<file path="src/rtl/scan_pkg.sv">
// Shared types and sizing helpers for the configuration scan-chain loader.
// The optional readback deserializer is enabled with the SCAN_READBACK_EN macro.
package scan_pkg;

  typedef enum logic [1:0] {
    IDLE  = 2'd0,
    SHIFT = 2'd1,
    FLUSH = 2'd2,
    DONE  = 2'd3
  } scan_state_e;

  localparam int WORD_W_DEF    = 8;
  localparam int CHAIN_LEN_DEF = 64;

  // Counter width able to hold the value n itself (not just n-1).
  function automatic int cnt_w(input int n);
    return $clog2(n + 1);
  endfunction

  function automatic int words_per_load(input int chain_len, input int word_w);
    return (chain_len + word_w - 1) / word_w;
  endfunction

  // Number of meaningful bits in the final word of a load.
  function automatic int last_bits(input int chain_len, input int word_w);
    return ((chain_len % word_w) == 0) ? word_w : (chain_len % word_w);
  endfunction

  localparam int CNT_W          = cnt_w(CHAIN_LEN_DEF);
  localparam int WORDS_PER_LOAD = words_per_load(CHAIN_LEN_DEF, WORD_W_DEF);
  localparam int LAST_BITS      = last_bits(CHAIN_LEN_DEF, WORD_W_DEF);

endpackage

</file>
<file path="src/rtl/scan_piso.sv">
// Parallel-in serial-out word register, MSB first, with a bit count so the
// loader can see when it is empty or about to present its final bit.
module scan_piso
  import scan_pkg::*;
#(
  parameter int WORD_W = 8
) (
  input  logic              clk,
  input  logic              rst,
  input  logic              clr,
  input  logic              load,
  input  logic [WORD_W-1:0] load_data,
  input  logic              shift,
  output logic              bit_out,
  output logic              empty,
  output logic              last
);

  localparam int PC_W = cnt_w(WORD_W);

  logic [WORD_W-1:0] sr_q, sr_d;
  logic [PC_W-1:0]   cnt_q, cnt_d;

  // Load wins over shift so a refill can land on the cycle the last bit leaves.
  always_comb begin
    sr_d  = sr_q;
    cnt_d = cnt_q;
    if (clr) begin
      sr_d  = '0;
      cnt_d = '0;
    end else if (load) begin
      sr_d  = load_data;
      cnt_d = PC_W'(WORD_W);
    end else if (shift && (cnt_q != '0)) begin
      sr_d  = {sr_q[WORD_W-2:0], 1'b0};
      cnt_d = cnt_q - PC_W'(1);
    end
  end

  always_ff @(posedge clk or posedge rst) begin
    if (rst) begin
      sr_q  <= '0;
      cnt_q <= '0;
    end else begin
      sr_q  <= sr_d;
      cnt_q <= cnt_d;
    end
  end

  assign bit_out = sr_q[WORD_W-1];
  assign empty   = (cnt_q == '0);
  assign last    = (cnt_q == PC_W'(1));

endmodule

</file>
<file path="src/rtl/scan_chain_loader.sv">
// Serializes host config words onto the scan chain head and drives scan_en.
// Define SCAN_READBACK_EN to add rb_data/rb_valid capture of the old chain content.
module scan_chain_loader
  import scan_pkg::*;
#(
  parameter int WORD_W    = 8,
  parameter int CHAIN_LEN = 64
) (
  input  logic              scan_clk,
  input  logic              rst,
  input  logic              cfg_start,
  input  logic [WORD_W-1:0] word_data,
  input  logic              word_valid,
  output logic              word_ready,
  output logic              chain_sdo,
  output logic              chain_en,
  input  logic              chain_sdi,
  output logic              busy,
  output logic              done
`ifdef SCAN_READBACK_EN
  ,
  output logic [WORD_W-1:0] rb_data,
  output logic              rb_valid
`endif
);

  localparam int LD_CNT_W = cnt_w(CHAIN_LEN);
  localparam int WORDS    = words_per_load(CHAIN_LEN, WORD_W);
  localparam int WC_W     = cnt_w(WORDS);

  scan_state_e       state_q, state_d;
  logic [LD_CNT_W-1:0] bits_left_q, bits_left_d;
  logic [WC_W-1:0]   words_left_q, words_left_d;
  logic [WORD_W-1:0] hold_q, hold_d;
  logic              hold_full_q, hold_full_d;
  logic              chain_sdo_q, chain_sdo_d;
  logic              chain_en_q, chain_en_d;

  logic              piso_clr, piso_load, piso_shift;
  logic [WORD_W-1:0] piso_data;
  logic              piso_bit, piso_empty, piso_last;
  logic              xfer, issue, piso_avail;

  scan_piso #(.WORD_W(WORD_W)) u_piso (
    .clk       (scan_clk),
    .rst       (rst),
    .clr       (piso_clr),
    .load      (piso_load),
    .load_data (piso_data),
    .shift     (piso_shift),
    .bit_out   (piso_bit),
    .empty     (piso_empty),
    .last      (piso_last)
  );

  assign word_ready = (state_q == SHIFT) && !hold_full_q && (words_left_q != '0);
  assign xfer       = word_valid && word_ready;
  assign issue      = (state_q == SHIFT) && !piso_empty;
  // The shift register can take a new word if it is empty or emptying this cycle.
  assign piso_avail = piso_empty || (issue && piso_last);

  always_comb begin
    state_d      = state_q;
    bits_left_d  = bits_left_q;
    words_left_d = words_left_q;
    hold_d       = hold_q;
    hold_full_d  = hold_full_q;
    chain_sdo_d  = chain_sdo_q;
    chain_en_d   = 1'b0;
    piso_clr     = 1'b0;
    piso_load    = 1'b0;
    piso_shift   = 1'b0;
    piso_data    = word_data;

    case (state_q)
      IDLE: begin
        if (cfg_start) begin
          state_d      = SHIFT;
          bits_left_d  = LD_CNT_W'(CHAIN_LEN);
          words_left_d = WC_W'(WORDS);
          hold_full_d  = 1'b0;
          piso_clr     = 1'b1;
        end
      end
      SHIFT: begin
        if (xfer) begin
          words_left_d = words_left_q - WC_W'(1);
        end
        if (issue) begin
          chain_en_d  = 1'b1;
          chain_sdo_d = piso_bit;
          piso_shift  = 1'b1;
          bits_left_d = bits_left_q - LD_CNT_W'(1);
        end
        // Final bit: any low bits of a partial last word are dropped here.
        if (issue && (bits_left_q == LD_CNT_W'(1))) begin
          state_d     = FLUSH;
          piso_clr    = 1'b1;
          hold_full_d = 1'b0;
        end else if (piso_avail) begin
          if (hold_full_q) begin
            piso_load   = 1'b1;
            piso_data   = hold_q;
            hold_full_d = 1'b0;
          end else if (xfer) begin
            piso_load = 1'b1;
          end
        end else if (xfer) begin
          hold_d      = word_data;
          hold_full_d = 1'b1;
        end
      end
      FLUSH: begin
        state_d = DONE;
      end
      DONE: begin
        state_d = IDLE;
      end
      default: begin
        state_d = IDLE;
      end
    endcase
  end

  always_ff @(posedge scan_clk or posedge rst) begin
    if (rst) begin
      state_q      <= IDLE;
      bits_left_q  <= '0;
      words_left_q <= '0;
      hold_q       <= '0;
      hold_full_q  <= 1'b0;
      chain_sdo_q  <= 1'b0;
      chain_en_q   <= 1'b0;
    end else begin
      state_q      <= state_d;
      bits_left_q  <= bits_left_d;
      words_left_q <= words_left_d;
      hold_q       <= hold_d;
      hold_full_q  <= hold_full_d;
      chain_sdo_q  <= chain_sdo_d;
      chain_en_q   <= chain_en_d;
    end
  end

  assign chain_sdo = chain_sdo_q;
  assign chain_en  = chain_en_q;
  assign busy      = (state_q != IDLE);
  assign done      = (state_q == DONE);

`ifdef SCAN_READBACK_EN
  localparam int RB_LAST = last_bits(CHAIN_LEN, WORD_W);
  localparam int RC_W    = cnt_w(WORD_W);

  logic [WORD_W-1:0]   rb_sh_q, rb_sh_d;
  logic [RC_W-1:0]     rb_cnt_q, rb_cnt_d;
  logic [LD_CNT_W-1:0] rb_left_q, rb_left_d;
  logic [WORD_W-1:0]   rb_data_q, rb_data_d;
  logic                rb_valid_q, rb_valid_d;
  logic [WORD_W-1:0]   rb_next;

  assign rb_next = {rb_sh_q[WORD_W-2:0], chain_sdi};

  // Each edge with scan_en high moves one old tail bit into the readback word.
  always_comb begin
    rb_sh_d    = rb_sh_q;
    rb_cnt_d   = rb_cnt_q;
    rb_left_d  = rb_left_q;
    rb_data_d  = rb_data_q;
    rb_valid_d = 1'b0;
    if ((state_q == IDLE) && cfg_start) begin
      rb_sh_d   = '0;
      rb_cnt_d  = '0;
      rb_left_d = LD_CNT_W'(CHAIN_LEN);
    end else if (chain_en_q) begin
      rb_sh_d   = rb_next;
      rb_left_d = rb_left_q - LD_CNT_W'(1);
      if (rb_left_q == LD_CNT_W'(1)) begin
        rb_data_d  = WORD_W'(rb_next << (WORD_W - RB_LAST));
        rb_valid_d = 1'b1;
        rb_cnt_d   = '0;
      end else if (rb_cnt_q == RC_W'(WORD_W - 1)) begin
        rb_data_d  = rb_next;
        rb_valid_d = 1'b1;
        rb_cnt_d   = '0;
      end else begin
        rb_cnt_d = rb_cnt_q + RC_W'(1);
      end
    end
  end

  always_ff @(posedge scan_clk or posedge rst) begin
    if (rst) begin
      rb_sh_q    <= '0;
      rb_cnt_q   <= '0;
      rb_left_q  <= '0;
      rb_data_q  <= '0;
      rb_valid_q <= 1'b0;
    end else begin
      rb_sh_q    <= rb_sh_d;
      rb_cnt_q   <= rb_cnt_d;
      rb_left_q  <= rb_left_d;
      rb_data_q  <= rb_data_d;
      rb_valid_q <= rb_valid_d;
    end
  end

  assign rb_data  = rb_data_q;
  assign rb_valid = rb_valid_q;
`else
  logic sdi_unused;
  assign sdi_unused = chain_sdi;
`endif

endmodule

</file>
<file path="config.mk">
export PLATFORM = sky130hd
export DESIGN_NAME = scan_chain_loader
export DESIGN_NICKNAME = d
export VERILOG_FILES = /design/src/rtl/scan_pkg.sv /design/src/rtl/scan_piso.sv /design/src/rtl/scan_chain_loader.sv
export SDC_FILE = /design/constraint.sdc
export NUM_CORES = 1
export LEC_CHECK = 0
export ABC_AREA = 0
export BUFFER_PORTS_ARGS = -buffer_cell sky130_fd_sc_hd__buf_2
export CORE_AREA = 8 8 69 71
export CTS_CLUSTER_SIZE = 24
export DETAILED_ROUTE_END_ITERATION = 8
export DIE_AREA = 0 0 77 79
export GPL_TIMING_DRIVEN = 1
export PLACE_DENSITY = 0.87
export SYNTH_ARGS = -nofsm -noshare
export SYNTH_HDL_FRONTEND = slang
export SYNTH_SLANG_ARGS = --single-unit
</file>
<file path="constraint.sdc">
create_clock -name scan_clk -period 2.75 [get_ports scan_clk]
set_input_delay 0.55 -clock scan_clk [delete_from_list [all_inputs] [get_ports scan_clk]]
set_output_delay 0.55 -clock scan_clk [all_outputs]
set_load 0.03 [all_outputs]
</file>
======== Word level (Yosys, flattened, before mapping) ========
Index checks and enable logic that the tools add are counted.
operators by class
  reduce and logical (&&, ||, !) cells .... 23
  bitwise operators ....................... 2
  equality and inequality tests ........... 10
  mux-type cells .......................... 34
  $add $sub $neg .......................... 3
operator list
  cell                                                                      number
  8-bit 2-to-1 mux                                                          7
  4-bit 2-to-1 mux                                                          5
  7-bit 2-to-1 mux                                                          2
  7-bit case mux with 2 select lines                                        1
  1-bit 2-to-1 mux                                                          13
  3-bit AND reduction                                                       3
  2-bit case mux with 4 select lines                                        1
  4-bit case mux with 2 select lines                                        1
  4-bit nonzero test                                                        2
  4-bit by 1-bit subtractor with 4-bit output (second input constant)       2
  7-bit by 1-bit == test with 1-bit output (second input constant)          1
  1-bit logical AND                                                         7
  7-bit by 1-bit subtractor with 7-bit output (second input constant)       1
  2-bit inequality test (second input constant)                             3
  2-bit == test (second input constant)                                     2
  4-bit by 1-bit == test with 1-bit output (second input constant)          1
  4-bit logical NOT                                                         1
  2-bit 2-to-1 mux                                                          2
  4-bit by 3-bit inequality test with 1-bit output (second input constant)  1
  1-bit case mux with 2 select lines                                        2
  2-bit AND reduction                                                       2
  4-bit AND reduction                                                       1
  2-bit nonzero test                                                        2
  3-bit nonzero test                                                        1
  6 further kinds                                                           8
word-level totals
  output and inout port bits .............. 5
  logic and storage cells ................. 81
  input port bits ......................... 13
  register bits ........................... 36

======== Logic depth before layout (Yosys ltp) ========
  word-level depth ........................ 11
  mapped depth ............................ 8
  mapped depth without buffers ............ 8

======== Hierarchy ========
From an unflattened synthesis, not the netlist that was laid out.
unflattened totals
  cells, all modules ...................... 223
  area, all modules ....................... 2296.0 um^2
modules (own cells, without submodules)
  module             sequential area each (um^2)  area each (um^2)  times used  cells an instance
  scan_chain_loader  600.6                        1516.5            1           146
  scan_piso          300.3                        779.5             1           77

======== Least setup slack after synthesis ========
No wires, ideal clock.
  path kind ............................... flip-flop to flip-flop
  start point ............................. register state_q[1]
  end point ............................... register hold_q[1]
  data required time ...................... 2.625 ns
  stages on the path, launching flop included .. 8
  path buffers ............................ 0
  setup time .............................. 0.125 ns
  arrival ................................. 2.481 ns
  path slack .............................. 0.144 ns
  clock period less this slack ............ 2.606 ns
  path through ............................ dfrtp_1 inv_1 ha_1 inv_2 nor3_1 nand2_1 nor3_2 mux2_2
between the ends
  elaborated cells on any way between the ends .. 11
  classes of those cells .................. eq/ne (1); bitwise (2); reduce/logical (8)
RTL lines
  what                                      line                      text
  from (decl)                               scan_chain_loader.sv:31   scan_state_e state_q, state_d;
  from (signal assigned)                    scan_chain_loader.sv:135  state_q <= state_d;
  2-bit by 1-bit == test with 1-bit output  scan_chain_loader.sv:56   assign word_ready = (state_q == SHIFT) && !hold_full_q && (words_left_q != '0);
  1-bit logical AND (2 in series)           scan_chain_loader.sv:56
  named net word_ready                      scan_chain_loader.sv:14   output logic word_ready,
  1-bit logical AND                         scan_chain_loader.sv:57   assign xfer = word_valid && word_ready;
  4-bit AND reduction (no line)             n/a
  to (signal assigned)                      scan_chain_loader.sv:138  hold_q <= hold_d;
  to (decl)                                 scan_chain_loader.sv:34   logic [WORD_W-1:0] hold_q, hold_d;
The timed path passes the listed nets, and every way through them passes these cells.
A chain may end at the register's enable or synchronous reset.

======== Worst setup path after layout ========
  start point ............................. register state_q[1]
  end point ............................... register u_piso.sr_q[7]
between the ends
  longest elaborated chain between the ends .. 11
  elaborated cells on any way between the ends .. 25
  classes of those cells .................. eq/ne (1); mux (14); reduce/logical (10)
ends and longest elaborated chain
  what                                      line                                                                       text
  2-bit by 1-bit == test with 1-bit output  scan_chain_loader.sv:56, scan_chain_loader.sv:58, scan_chain_loader.sv:75
  1-bit logical AND (2 in series)           scan_chain_loader.sv:56
  1-bit logical AND                         scan_chain_loader.sv:57
  1-bit 2-to-1 mux                          scan_chain_loader.sv:105                                                   end else if (xfer) begin
  1-bit 2-to-1 mux                          scan_chain_loader.sv:101                                                   if (hold_full_q) begin
  1-bit 2-to-1 mux                          scan_chain_loader.sv:100                                                   end else if (piso_avail) begin
  1-bit 2-to-1 mux                          scan_chain_loader.sv:96                                                    if (issue && (bits_left_q == LD_CNT_W'(1))) begin
  1-bit 2-to-1 mux                          scan_chain_loader.sv:75                                                    case (state_q)
  8-bit 2-to-1 mux                          scan_piso.sv:31                                                            end else if (load) begin
  8-bit 2-to-1 mux                          scan_piso.sv:28                                                            if (clr) begin
  to (signal assigned)                      scan_piso.sv:45                                                            sr_q <= sr_d;
  to (decl)                                 scan_piso.sv:21                                                            logic [WORD_W-1:0] sr_q, sr_d;
Several ways; a longest one is shown, not always the timed one.

==> flow_summary.toml <==
[run_status]
status = "finished clean"

[timing]
rsz0062_at_grt = "false"
slew_headroom = 0.5250
slew_viol_final = 0
finalHoldViolations = 0
min_period_over_period = 0.9209
max_freq_mhz = 394.9
tightest_slew_ns = 0.7087
setup_violations = 0
period_minus_slack_ns = 2.533
fin_worst_skew_ns = 0.007519
fin_setup_tns_ns = 0

[worst_hold_path]
hold_path.class = "input port to async pin"

[setup_path]
startpoint = "state_q[1]"
critical_path_arrival_ns = 2.76
crit_required_ns = 2.98
crit_path_end_kind = "register"
cpPeakStageDelay_ns = 0.72
startpoint_type = "register"
crit_fanout = 9
crit_chain = "inv_1 > ha_1 > inv_2 > o31a_1 > or4b_1 > a21oi_1 > o22a_1"
r2r-start = "state_q[1]"
r2r_end = "u_piso.sr_q[7]"
r2r_slack_ns = 0.22
reg2reg_depth = 7
endpoint = "u_piso.sr_q[7]"
slowest_stage = "or4b_1"
critical_path_class = "register to register"

[routing]
avgRoutedWirePerCell_um = 16.12
dr.pass1.iters = 4
drc = 0
antenna_left = 0
via_per_inst = 5.960
vias = 1657
wirelength_um = 4480
drt_iter0_drc = 198

[placement]
dp_hpwl_um = 3230
io_buffers = 16
gp_congestion = 0.8571
dp_cells = 271

[clock_tree]
ctsHoldBuffers = 0
cts-root-buf = "clkbuf_8"
clk_pin_slew_ns = 0.07
cts.sinks = 36
clock_latency_ns = 0.29
postCtsResizedCells = 0
cts-buffers-inserted = 5
cts_buffer_depth = 2
post_cts_buffers = 0
tritoncts = "yes"
h-tree-depth = 2

[layout]
post-route-util = 0.6034
regArea_um2 = 900.9
finalNonFillerCells = 278
nets = 253
antenna_cells = 0
multiInputGateArea_mm2 = 0.001074
fillers = 331
drive_gt1_frac = 0.2061
area_growth_pct = 10.76

[floorplanning]
die_w_um = 77
core_mm2 = 0.003799
num_rows = 23
dieArea_mm2 = 0.006083
io_pins = 18
start_util = 0.5448
die_y_um = 79

[global_routing]
grt_first_pass_wirelength_um = 7755
grt_max_degree = 22
grt_overflow = 0
track_usage = 0.1572
antenna_found_initial = 0
grt_pass1_vias = 1747

[synth]
synth-edff-count = 0
yosysTopAreaCell = "dfrtp_1"
syn-cell-area_mm2 = 0.002069
ys_seq_area_frac = 0.4353
synth_commonest_cells = "dfrtp_1, a21oi_1, inv_1, nand2_1, nor2_1"
synth_most_common_cell = "dfrtp_1"
syn-num-nets = 233
syn-instance-count = 208
synth_area_leaders = "dfrtp_1, ha_1, a21oi_1, mux2_2, o22a_1"
synthArstFlopShare = 1.000
ys_ff_latch = 36
synth_top_area_share = 0.4353
synth.distinct_cells = 47
synth-main-ff-cell = "dfrtp_1"
yosysWarnings = 0
synth.avg_cell_area_um2 = 9.949

[job]
cap_violations = 0

[power]
power_leakage_uw = 0.001030
p_total_uw = 2830
peakVddDrop_uv = 504.2
p_per_area_mw_per_mm2 = 1235
report_power, final:
part	total [uW]	switching (uW)	internal [uW]
registers	996	199	797
clock network	408	185	223
logic	1430	822	605
per-layer routing:
layer,track usage,share of wire
met5,0,0
met2,0.2821,0.54
met3,0.04402,0.051
met4,0.08491,0.021
met1,0.1644,0.39
cell families after synthesis:
| logic type | synth area share |
|---|---|
| mux | 0.06953 |
| buf+inv | 0.04594 |
| flops | 0.4353 |
| fa+ha+maj | 0.07255 |
| compound gates | 0.1723 |
| simple gates | 0.1705 |
| xor+xnor | 0.03386 |
worst max-delay path: cells and delay by family, from the launching register on:
| family | cells | cell delay (ns) |
|---|---|---|
| AOI/OAI and AO/OA | 3 | 0.76 |
| DFF | 1 | 0.41 |
| buffers and inverters | 2 | 0.24 |
| adders and majority gates | 1 | 0.33 |
| and+or+nand+nor | 1 | 0.72 |
per-stage QoR:
stage / hold slack, ns / setup WS (ns) / cell area (um2)
3_5_place_dp: 0.4794 / 0.2629 / 2196
3_3_place_gp: 0.4683 / 0.3176 / 2196
5_1_grt: 0.3712 / 0.02583 / 2292
4_1_cts: 0.3437 / 0.2270 / 2292
6_report: 0.3176 / 0.2174 / 2292
2_1_floorplan: 0.4577 / 0.1442 / 2069
final cells by class:
class / count / share of cell area
well taps: 50 / 0.02729
multi-input cells: 151 / 0.4683
clock buffers: 7 / 0.04203
inverters: 15 / 0.02456
repair buffers: 19 / 0.04476
flip-flops and latches: 36 / 0.3930
flip-flops by register name (all words and copies together), names as in the netlist:
signal	count
bits_left_q	7
chain_en	1
chain_sdo	1
hold_full_q	1
hold_q	8
state_q	2
u_piso.cnt_q	4
u_piso.sr_q	8
words_left_q	4
how the worst min path moves through the flow:
stage | end | slack [ns] | cells after the start
2_1_floorplan | hold_q[2] | 0.46 | 1
3_3_place_gp | hold_q[0] | 0.47 | 1
3_5_place_dp | hold_q[2] | 0.48 | 1
4_1_cts | hold_q[6] | 0.34 | 2
5_1_grt | hold_q[6] | 0.37 | 2
6_report | hold_q[6] | 0.32 | 2
cells in the final DEF, fill, tap and decap left out, types with 4 or more instances in the layout:
cell type	Yosys	layout
dfrtp_1	36	36
a21oi_1	18	18
buf_2	1	16
nand2_1	14	14
inv_1	14	14
nor2_1	14	14
ha_1	12	12
o21ai_0	10	10
nand3_1	10	10
mux2_2	8	8
o22a_1	7	7
xor2_1	7	7
clkbuf_8	0	7
nor3_1	6	6
nand2b_1	4	4
o31ai_1	4	4
No activity file was read; power rests on OpenSTA's default activity.
